## config.mk

```make
export PLATFORM = sky130hd
export DESIGN_NAME = trig_readout_sched_flat
export DESIGN_NICKNAME = d
export VERILOG_FILES = /design/src/rtl/trig_readout_sched_if.sv /design/src/rtl/trig_readout_sched.sv /design/src/flat_wrapper.sv
export SDC_FILE = /design/constraint.sdc
export NUM_CORES = 1
export LEC_CHECK = 0
export CELL_PAD_IN_SITES_DETAIL_PLACEMENT = 0
export CELL_PAD_IN_SITES_GLOBAL_PLACEMENT = 1
export CORE_MARGIN = 2
export CORE_UTILIZATION = 41
export DETAILED_ROUTE_END_ITERATION = 16
export PLACE_DENSITY_LB_ADDON = 0.1
export REMOVE_ABC_BUFFERS = 1
export SLEW_MARGIN = 20
export SYNTH_ARGS = -nofsm -noshare
export SYNTH_HDL_FRONTEND = slang
export SYNTH_SLANG_ARGS = --single-unit
```

## constraint.sdc

```tcl
create_clock -name CLK_42MHZ -period 4.06 [get_ports CLK_42MHZ]
set_input_delay 0.812 -clock CLK_42MHZ [delete_from_list [all_inputs] [get_ports CLK_42MHZ]]
set_output_delay 0.812 -clock CLK_42MHZ [all_outputs]
set_load 0.02 [all_outputs]
```

## src/rtl/trig_readout_sched_if.sv

```systemverilog
`default_nettype none
// ============================================================================
// Module      : trig_readout_sched_if
// Description : Bundles the trigger-side and readout-link signals of the
//               readout scheduler.
//               master : trigger block / readout link side. Drives veto
//                        request, mask, data-ready and done; observes grant,
//                        release pulse and statistics.
//               slave  : the scheduler itself.
//               Signals:
//                 TRG_NEEDS_VETO  veto request level from the trigger block
//                 TRG_MASK        enabled SCRODs, latched at event start
//                 DATA_RDY        per-SCROD event data available
//                 RD_DONE         end-of-transfer pulse from the readout link
//                 RD_GRANT        one-hot (or zero) readout grant
//                 TRG_VETO_RESET  one-cycle trigger re-arm pulse
//                 BUSY            scheduler not idle
//                 TIMEOUT_FLAGS   SCRODs that timed out in the last event
//                 EVENT_COUNT     completed events (wraps)
//                 TIMEOUT_COUNT   events with a timeout (saturates)
// Revision    : 1.0 - initial release
// ============================================================================
interface trig_readout_sched_if #(
  parameter int N_SCROD = 12
);
  logic               TRG_NEEDS_VETO;
  logic [N_SCROD-1:0] TRG_MASK;
  logic [N_SCROD-1:0] DATA_RDY;
  logic               RD_DONE;
  logic [N_SCROD-1:0] RD_GRANT;
  logic               TRG_VETO_RESET;
  logic               BUSY;
  logic [N_SCROD-1:0] TIMEOUT_FLAGS;
  logic [31:0]        EVENT_COUNT;
  logic [15:0]        TIMEOUT_COUNT;

  modport master (
    output TRG_NEEDS_VETO, TRG_MASK, DATA_RDY, RD_DONE,
    input  RD_GRANT, TRG_VETO_RESET, BUSY, TIMEOUT_FLAGS, EVENT_COUNT, TIMEOUT_COUNT
  );

  modport slave (
    input  TRG_NEEDS_VETO, TRG_MASK, DATA_RDY, RD_DONE,
    output RD_GRANT, TRG_VETO_RESET, BUSY, TIMEOUT_FLAGS, EVENT_COUNT, TIMEOUT_COUNT
  );
endinterface
`default_nettype wire

```

## src/rtl/trig_readout_sched.sv

```systemverilog
`default_nettype none
// ============================================================================
// Module      : trig_readout_sched
// Description : Readout scheduler between the trigger block and the shared
//               SCROD readout link. On a veto request it latches the enabled
//               SCRODs, grants the link to each ready one in turn (lowest
//               index first), applies a no-progress timeout, then pulses
//               TRG_VETO_RESET once to re-arm triggering.
//               Ports:
//                 CLK_42MHZ  single clock, rising edge
//                 RESET      asynchronous active-high reset
//                 bus        trig_readout_sched_if.slave (handshake, grant,
//                            release pulse and statistics)
// Revision    : 1.0 - initial release
// ============================================================================
module trig_readout_sched #(
  parameter int N_SCROD        = 12,
  parameter int TIMEOUT_CYCLES = 42000
) (
  input wire                  CLK_42MHZ,
  input wire                  RESET,
  trig_readout_sched_if.slave bus
);

  localparam logic [15:0] c_timer_last = 16'(TIMEOUT_CYCLES - 1);

  typedef enum logic [2:0] {
    ST_IDLE    = 3'd0,
    ST_SELECT  = 3'd1,
    ST_GRANT   = 3'd2,
    ST_RELEASE = 3'd3,
    ST_HOLDOFF = 3'd4
  } state_t;

  state_t             r_state;
  logic [N_SCROD-1:0] r_pending;
  logic [N_SCROD-1:0] r_grant;
  logic               r_veto_reset;
  logic [N_SCROD-1:0] r_flags;
  logic [31:0]        r_event_count;
  logic [15:0]        r_timeout_count;
  logic [15:0]        r_timer;

  logic [N_SCROD-1:0] w_cand;
  logic [N_SCROD-1:0] w_pick;
  logic [N_SCROD-1:0] w_left;
  logic               w_timeout;

  // Only SCRODs still owed a readout compete; stray DATA_RDY is masked off.
  assign w_cand    = r_pending & bus.DATA_RDY;
  // Two's-complement trick isolates the lowest set bit: lowest index wins.
  assign w_pick    = w_cand & (-w_cand);
  // Pending set once the currently granted SCROD is retired.
  assign w_left    = r_pending & ~r_grant;
  assign w_timeout = (r_timer == c_timer_last);

  always_ff @(posedge CLK_42MHZ or posedge RESET) begin
    if (RESET) begin
      r_state         <= ST_IDLE;
      r_pending       <= '0;
      r_grant         <= '0;
      r_veto_reset    <= 1'b0;
      r_flags         <= '0;
      r_event_count   <= '0;
      r_timeout_count <= '0;
      r_timer         <= '0;
    end else begin
      r_veto_reset <= 1'b0;
      case (r_state)
        ST_IDLE: begin
          if (bus.TRG_NEEDS_VETO) begin
            r_pending <= bus.TRG_MASK;
            r_flags   <= '0;
            r_timer   <= '0;
            r_state   <= ST_SELECT;
          end
        end

        ST_SELECT: begin
          if (r_pending == '0) begin
            r_state <= ST_RELEASE;
          end else if (w_cand != '0) begin
            // A grant is progress, so it takes precedence over an expiring
            // timer in the same cycle.
            r_grant <= w_pick;
            r_timer <= '0;
            r_state <= ST_GRANT;
          end else if (w_timeout) begin
            r_flags   <= r_pending;
            r_pending <= '0;
            r_grant   <= '0;
            if (r_timeout_count != 16'hFFFF) r_timeout_count <= r_timeout_count + 16'd1;
            r_state   <= ST_RELEASE;
          end else begin
            r_timer <= r_timer + 16'd1;
          end
        end

        ST_GRANT: begin
          if (bus.RD_DONE) begin
            // RD_DONE beats a coincident timeout. When the last SCROD retires
            // go straight to RELEASE so the re-arm pulse is not delayed.
            r_pending <= w_left;
            r_grant   <= '0;
            r_timer   <= '0;
            r_state   <= (w_left == '0) ? ST_RELEASE : ST_SELECT;
          end else if (w_timeout) begin
            r_flags   <= r_pending;
            r_pending <= '0;
            r_grant   <= '0;
            if (r_timeout_count != 16'hFFFF) r_timeout_count <= r_timeout_count + 16'd1;
            r_state   <= ST_RELEASE;
          end else begin
            r_timer <= r_timer + 16'd1;
          end
        end

        ST_RELEASE: begin
          r_veto_reset  <= 1'b1;
          r_event_count <= r_event_count + 32'd1;
          r_state       <= ST_HOLDOFF;
        end

        ST_HOLDOFF: begin
          // A veto level still high from the finished event must not start
          // a duplicate one; wait for it to drop first.
          if (!bus.TRG_NEEDS_VETO) r_state <= ST_IDLE;
        end

        default: r_state <= ST_IDLE;
      endcase
    end
  end

  assign bus.RD_GRANT       = r_grant;
  assign bus.TRG_VETO_RESET = r_veto_reset;
  assign bus.BUSY           = (r_state != ST_IDLE);
  assign bus.TIMEOUT_FLAGS  = r_flags;
  assign bus.EVENT_COUNT    = r_event_count;
  assign bus.TIMEOUT_COUNT  = r_timeout_count;

endmodule
`default_nettype wire

```

## src/flat_wrapper.sv

```systemverilog
// flat-port wrapper written by rule: the top's interface ports become plain ports
module trig_readout_sched_flat 
#(
  parameter int N_SCROD        = 12,
  parameter int TIMEOUT_CYCLES = 42000
)
  (CLK_42MHZ, RESET, bus_TRG_NEEDS_VETO, bus_TRG_MASK, bus_DATA_RDY, bus_RD_DONE, bus_RD_GRANT, bus_TRG_VETO_RESET, bus_BUSY, bus_TIMEOUT_FLAGS, bus_EVENT_COUNT, bus_TIMEOUT_COUNT);
  trig_readout_sched_if #(.N_SCROD(N_SCROD)) bus_i ();
  input wire CLK_42MHZ;
  input wire RESET;
  input wire logic [$bits(bus_i.TRG_NEEDS_VETO)-1:0] bus_TRG_NEEDS_VETO;
  input wire logic [$bits(bus_i.TRG_MASK)-1:0] bus_TRG_MASK;
  input wire logic [$bits(bus_i.DATA_RDY)-1:0] bus_DATA_RDY;
  input wire logic [$bits(bus_i.RD_DONE)-1:0] bus_RD_DONE;
  output wire logic [$bits(bus_i.RD_GRANT)-1:0] bus_RD_GRANT;
  output wire logic [$bits(bus_i.TRG_VETO_RESET)-1:0] bus_TRG_VETO_RESET;
  output wire logic [$bits(bus_i.BUSY)-1:0] bus_BUSY;
  output wire logic [$bits(bus_i.TIMEOUT_FLAGS)-1:0] bus_TIMEOUT_FLAGS;
  output wire logic [$bits(bus_i.EVENT_COUNT)-1:0] bus_EVENT_COUNT;
  output wire logic [$bits(bus_i.TIMEOUT_COUNT)-1:0] bus_TIMEOUT_COUNT;
  assign bus_i.TRG_NEEDS_VETO = bus_TRG_NEEDS_VETO;
  assign bus_i.TRG_MASK = bus_TRG_MASK;
  assign bus_i.DATA_RDY = bus_DATA_RDY;
  assign bus_i.RD_DONE = bus_RD_DONE;
  assign bus_RD_GRANT = bus_i.RD_GRANT;
  assign bus_TRG_VETO_RESET = bus_i.TRG_VETO_RESET;
  assign bus_BUSY = bus_i.BUSY;
  assign bus_TIMEOUT_FLAGS = bus_i.TIMEOUT_FLAGS;
  assign bus_EVENT_COUNT = bus_i.EVENT_COUNT;
  assign bus_TIMEOUT_COUNT = bus_i.TIMEOUT_COUNT;
  trig_readout_sched #(.N_SCROD(N_SCROD), .TIMEOUT_CYCLES(TIMEOUT_CYCLES)) u_core (.CLK_42MHZ(CLK_42MHZ), .RESET(RESET), .bus(bus_i));
endmodule
```

Yosys cells after proc, flatten, opt, wreduce, memory -nomap -nowiden
Index checks and enable logic that the tools add are counted.
{"block": "classes", "n_addsub": 4, "eq_ne": 11, "muxes": 38, "bitwise": 4, "n_reduce_logical": 13}
{"cell": "2-to-1 mux 12 bit", "n": 14}
{"cell": "2-to-1 mux 16 bit", "n": 10}
{"cell": "one-hot mux 12 bit (3 select lines)", "n": 2}
{"cell": "one-hot mux 16 bit (3 select lines)", "n": 1}
{"cell": "bitwise AND 12 bit", "n": 3}
{"cell": "adder 16 x 1 -> 16 bit (second input constant)", "n": 2}
{"cell": "adder 32 x 1 -> 32 bit (second input constant)", "n": 1}
{"cell": "one-hot mux 16 bit (2 select lines)", "n": 1}
{"cell": "logical NOT 12 bit", "n": 2}
{"cell": "one-hot mux 12 bit (2 select lines)", "n": 1}
{"cell": "2-to-1 mux 3 bit", "n": 6}
{"cell": "== test 16 bit (second input constant)", "n": 1}
{"cell": "inequality test 16 bit (second input constant)", "n": 1}
{"cell": "one-hot mux 3 bit (5 select lines)", "n": 1}
{"cell": "negation 12 bit", "n": 1}
{"cell": "inverter 12 bit", "n": 1}
{"cell": "nonzero test 12 bit", "n": 1}
{"cell": "inequality test 2 bit (second input constant)", "n": 5}
{"cell": "AND reduction 4 bit", "n": 2}
{"cell": "== test 3 x 2 -> 1 bit (second input constant)", "n": 2}
{"cell": "nonzero test 3 bit", "n": 2}
{"cell": "AND reduction 5 bit", "n": 1}
{"cell": "AND reduction 2 bit", "n": 2}
{"cell": "== test 3 x 1 -> 1 bit (second input constant)", "n": 1}
{"cell": "other kinds (6)", "n": 6}
{"block": "word_totals", "ff_bits": 104, "inputBits": 28, "output_inout_bits": 74, "elab_cells": 78}

Logic depth before layout (Yosys ltp)
{"block": "depth", "depth_word": 6, "depth_mapped": 8, "mapped_depth_nobuf": 6}

Least setup slack after synthesis
OpenSTA, ideal clock, no wires.
{"block": "synth_timing", "path_type": "input-to-reg", "start": "input port bus_DATA_RDY[8]", "end": "register u_core.r_timeout_count[10] (netlist: u_core.bus.TIMEOUT_COUNT[10])", "arrival_time_ns": 2.151, "required_time_ns": 3.980, "setup_slack_ns": 1.830, "path_stages": 7, "path_buffers": 2, "cell_sequence": "a222oi_1 > and3_1 > buf_6 > a31oi_4 > buf_6 > nor4_4 > xor2_1"}
{"block": "synth_between", "elab_chain_len": 4}
{"element": "from (decl)", "line": "flat_wrapper.sv:13", "rtl": "input wire logic [$bits(bus_i.DATA_RDY)-1:0] bus_DATA_RDY;"}
{"element": "bitwise AND 12 bit", "line": "trig_readout_sched.sv:50", "rtl": "assign w_cand = r_pending & bus.DATA_RDY;"}
{"element": "nonzero test 12 bit", "line": "trig_readout_sched.sv:82", "rtl": "end else if (w_cand != '0) begin"}
{"element": "inequality test 2 bit (no source line)"}
{"element": "AND reduction 4 bit (no source line)"}
{"element": "to (signal assigned)", "line": "trig_readout_sched.sv:92", "rtl": "if (r_timeout_count != 16'hFFFF) r_timeout_count <= r_timeout_count + 16'd1;"}
{"element": "to (signal assigned)", "line": "trig_readout_sched.sv:111", "rtl": "if (r_timeout_count != 16'hFFFF) r_timeout_count <= r_timeout_count + 16'd1;"}
{"element": "to (decl)", "line": "trig_readout_sched.sv:41", "rtl": "logic [15:0] r_timeout_count;"}
Every way passes these cells.
A chain may end at the register's enable or synchronous reset.

Worst setup path in the final report
{"block": "layout_timing", "start": "register u_core.r_state[0]", "end": "register u_core.r_flags[9] (netlist: u_core.bus.TIMEOUT_FLAGS[9])"}
{"block": "layout_between", "elab_chain_len": 3, "word_cells_on_any_way": 10, "cone_classes": "6 x eq/ne; 1 x mux; 3 x reduce/logical"}
{"element": "from (decl)", "line": "trig_readout_sched.sv:35", "rtl": "state_t r_state;"}
{"element": "from (signal assigned)", "line": "trig_readout_sched.sv:106", "rtl": "r_state <= (w_left == '0) ? ST_RELEASE : ST_SELECT;"}
{"element": "== test 3 x 1 -> 1 bit, or another cell as far along", "line": "trig_readout_sched.sv:69", "rtl": "case (r_state)"}
{"element": "inequality test 2 bit (no source line) or nonzero test 3 bit (tied branches)"}
{"element": "AND reduction 5 bit (no source line)"}
{"element": "to (signal assigned)", "line": "trig_readout_sched.sv:89", "rtl": "r_flags <= r_pending;"}
{"element": "to (signal assigned)", "line": "trig_readout_sched.sv:108", "rtl": "r_flags <= r_pending;"}
{"element": "to (decl)", "line": "trig_readout_sched.sv:39", "rtl": "logic [N_SCROD-1:0] r_flags;"}
Parallel ways exist; a longest one is shown, timed or not.

==> flow_metrics.tcl <==
set metrics [dict create \
    worst_pin_slew_ns 0.988 \
    maxCapViolCount 0 \
    place_ws_ns 0.842 \
    r2r_cells 6 \
    postRouteAntennaNets 0 \
    wirelength_mm 13.0 \
    yosysTopAreaCell "dfrtp_1" \
    power.static_leakage_nw 2.92 \
    root_buffer "clkbuf_16" \
    power.density_mw_per_mm2 578 \
    critPathLaunchType "register" \
    antenna_found_initial 0 \
    finalCritPeriodShare_pct 71.1 \
    utilization_pct 53.4 \
    slew-limit-headroom_pct 33.9 \
    row_count 41 \
    whs_path_depth 1 \
    r2r_start "u_core.r_state[0]" \
    min_period_ns 2.89 \
    setup_viol 0 \
    io_pins 102 \
    peakVddDrop_mv 0.283 \
    vias_per_cell 5.42 \
    fin_cells 771 \
    grt_overflow 0 \
    hold_end "u_core.bus.EVENT_COUNT[31]" \
    timing.fmax_mhz 346 \
    clk_pin_slew_worst_paths_ns 0.07 \
    synth_seq_cells 104 \
    syn_inst 496 \
    critical_path_class "register to register" \
    drt-pass1-iter-count 5 \
    final_area_sq_mm 0.00676 \
    cts_resized 0 \
    synth-main-ff-cell "dfrtp_1" \
    dp_hpwl_mm 9.51 \
    remaining_drc_errors 0 \
    final_nets 626 \
    critPathMaxFanout 15 \
    drv_slew 0 \
    ys_async_sr_fraction_pct 100 \
    grt_pass1_vias 4008 \
    synth_edf_count 0 \
    dieArea_sq_mm 0.0140 \
    hold_viol 0 \
    clock_path_buffers 2 \
    yosys-top-cells-area "dfrtp_1, xnor2_1, xor2_1" \
    cts.sinks 104 \
    cts_tree "done" \
    n_antenna_cell 0 \
    cts_buffers 9 \
    ys_warn_count 0 \
    hold_buffers 0 \
    seq_area_frac_synth_pct 48.7 \
    gp_congestion 0.872 \
    skew_ns 0.00850 \
    die_height_um 118 \
    crit_required_ns 4.34 \
    hold_path.class "register to register" \
    synthDistinctLibCells 70 \
    io_buffers 101 \
    placed_cells 756 \
    fin_ws_ns 1.17 \
    grt_pass1_wl_mm 21.1 \
    synth_area_per_cell_sq_um 10.8 \
    post_drt_wl_per_cell_um 16.8 \
    dpl_cell_area_sq_mm 0.00648 \
    first_iter_violations 360 \
    layout-drive-gt1-share_pct 9.68 \
    dieWidth_um 118 \
    regToRegSetupSlack_ns 1.17 \
    grt_start_max_net_pins 56 \
    synth_top_area_share_pct 48.7 \
    post-cts-setup-buffer-count 0 \
    status "finished, final reports clean" \
    initial_core_util_pct 42.2 \
    hold_start "u_core.bus.EVENT_COUNT[31]" \
    regToRegEndpoint "u_core.bus.TIMEOUT_FLAGS[9]" \
    grt_use_total_pct 18.9 \
    clock_latency_ns 0.35 \
    syn_area_sq_mm 0.00534 \
    rsz0062_at_grt "no" \
    area_growth_syn_to_layout_pct 26.6 \
    arrival_ns 3.17 \
    h-tree-depth 3 \
    core_area_sq_mm 0.0127 \
    final.setup.tns_ns 0 \
    end_kind "register" \
    via_count 4175 \
    num-fill-cells 1178 \
]
synthesized netlist by cell type (all sizes together), types with 3 or more instances:
library cell and count:
a21oi 6, a221o 4, a22o 13, a31oi 3, a32o 6, and2 5
and3 14, and4 10, buf 15, clkbuf 3, dfrtp 104, ha 3
inv 19, mux2 3, mux2i 10, nand2 49, nand2b 3, nand3 30
nand4 17, nor2 31, nor2b 7, nor3 18, nor3b 4, nor4 16
o211ai 9, o22ai 3, or3 3, xnor2 30, xor2 29
flip-flops by register name, indices dropped and copies added, names as in the netlist:
name	count
u_core.bus.EVENT_COUNT	32
u_core.bus.TIMEOUT_COUNT	16
u_core.r_timer	16
u_core.bus.RD_GRANT	12
u_core.bus.TIMEOUT_FLAGS	12
u_core.r_pending	12
u_core.r_state	3
u_core.bus.TRG_VETO_RESET	1
worst max-delay path, cell delays in order, from the launching register on:
cell and delay [ns]:
dfrtp_1 0.58, nor3b_1 0.57, and4_1 0.72, nor2_1 0.24, nand4_2 0.29, buf_4 0.22, mux2i_1 0.19
area by class of cell:
class	instances	area (sq um)	share of cell area (%)
sequential	104	2600	38.5
multi-input combinational	355	2540	37.5
timing repair buffer	106	1050	15.5
clock buffer	10	229	3.39
tap	172	215	3.18
inverter	19	73.8	1.09
clock inverter	5	56.3	0.832
per-layer routing:
layer | global-route usage, % | vias up | wire (um)
li1 | - | 1995 | -
met1 | 27.2 | 2035 | 6200
met2 | 28.9 | 131 | 5890
met3 | 3.09 | 14 | 680
met4 | 6.63 | 0 | 208
met5 | 0 | - | 0
cell families after synthesis:
family / synth area share, %
AOI/OAI and AO/OA: 10.1
xor gates and xnor gates: 9.67
adders and majority gates: 0.703
buffers and inverters: 3.77
DFF: 48.7
muxes: 2.58
and+or+nand+nor: 24.4
power breakdown:
group	switching (W)	internal, W
sequential	0.000255	0.00120
clock	0.000387	0.000475
combinational	0.000906	0.000680
how the worst max path moves through the flow:
| stage | from | endpoint | slack [ns] | depth (start not counted) |
|---|---|---|---|---|
| after detailed placement | bus_DATA_RDY[8] | u_core.bus.TIMEOUT_FLAGS[9] | 0.84 | 7 |
| after floorplan | RESET | u_core.bus.EVENT_COUNT[0] | 0.52 | 1 |
| after global routing | u_core.r_state[0] | u_core.bus.TIMEOUT_FLAGS[6] | 1.03 | 6 |
| after CTS | u_core.r_pending[10] | u_core.bus.TIMEOUT_FLAGS[9] | 1.19 | 6 |
| final | u_core.r_state[0] | u_core.bus.TIMEOUT_FLAGS[9] | 1.17 | 6 |
| after global placement | bus_DATA_RDY[8] | u_core.bus.TIMEOUT_FLAGS[11] | 0.93 | 7 |
metrics by stage:
stage | power (W) | hold WS [ns]
6_report | 0.00391 | 0.470
5_1_grt | 0.00412 | 0.496
4_1_cts | 0.00393 | 0.475
3_5_place_dp | 0.00306 | 0.465
3_3_place_gp | 0.00304 | 0.461
2_1_floorplan | 0.00246 | 0.502
placed cells by master, fill, tap and decap left out, types with 3 or more instances in the layout:
| cell | n |
|---|---|
| xnor2_1 | 30 |
| ha_1 | 3 |
| xor2_1 | 29 |
| clkbuf_16 | 9 |
| nor3_2 | 6 |
| o22ai_1 | 3 |
| and3_1 | 13 |
| buf_4 | 5 |
| mux2i_1 | 10 |
| nor2b_1 | 7 |
| nor4_2 | 3 |
| nor3_1 | 12 |
| a32o_1 | 6 |
| nand4_1 | 15 |
| o211ai_1 | 9 |
| dfrtp_1 | 104 |
| nand2_1 | 47 |
| a22o_1 | 13 |
| or3_1 | 3 |
| a21oi_1 | 6 |
| and2_1 | 5 |
| nor4_1 | 12 |
| clkdlybuf4s50_1 | 101 |
| a221o_1 | 3 |
| and4_1 | 9 |
| nor2_1 | 29 |
| inv_1 | 17 |
| nand2b_1 | 3 |
| nand3_1 | 30 |
Note: power is estimated with default switching activity, not from simulation.
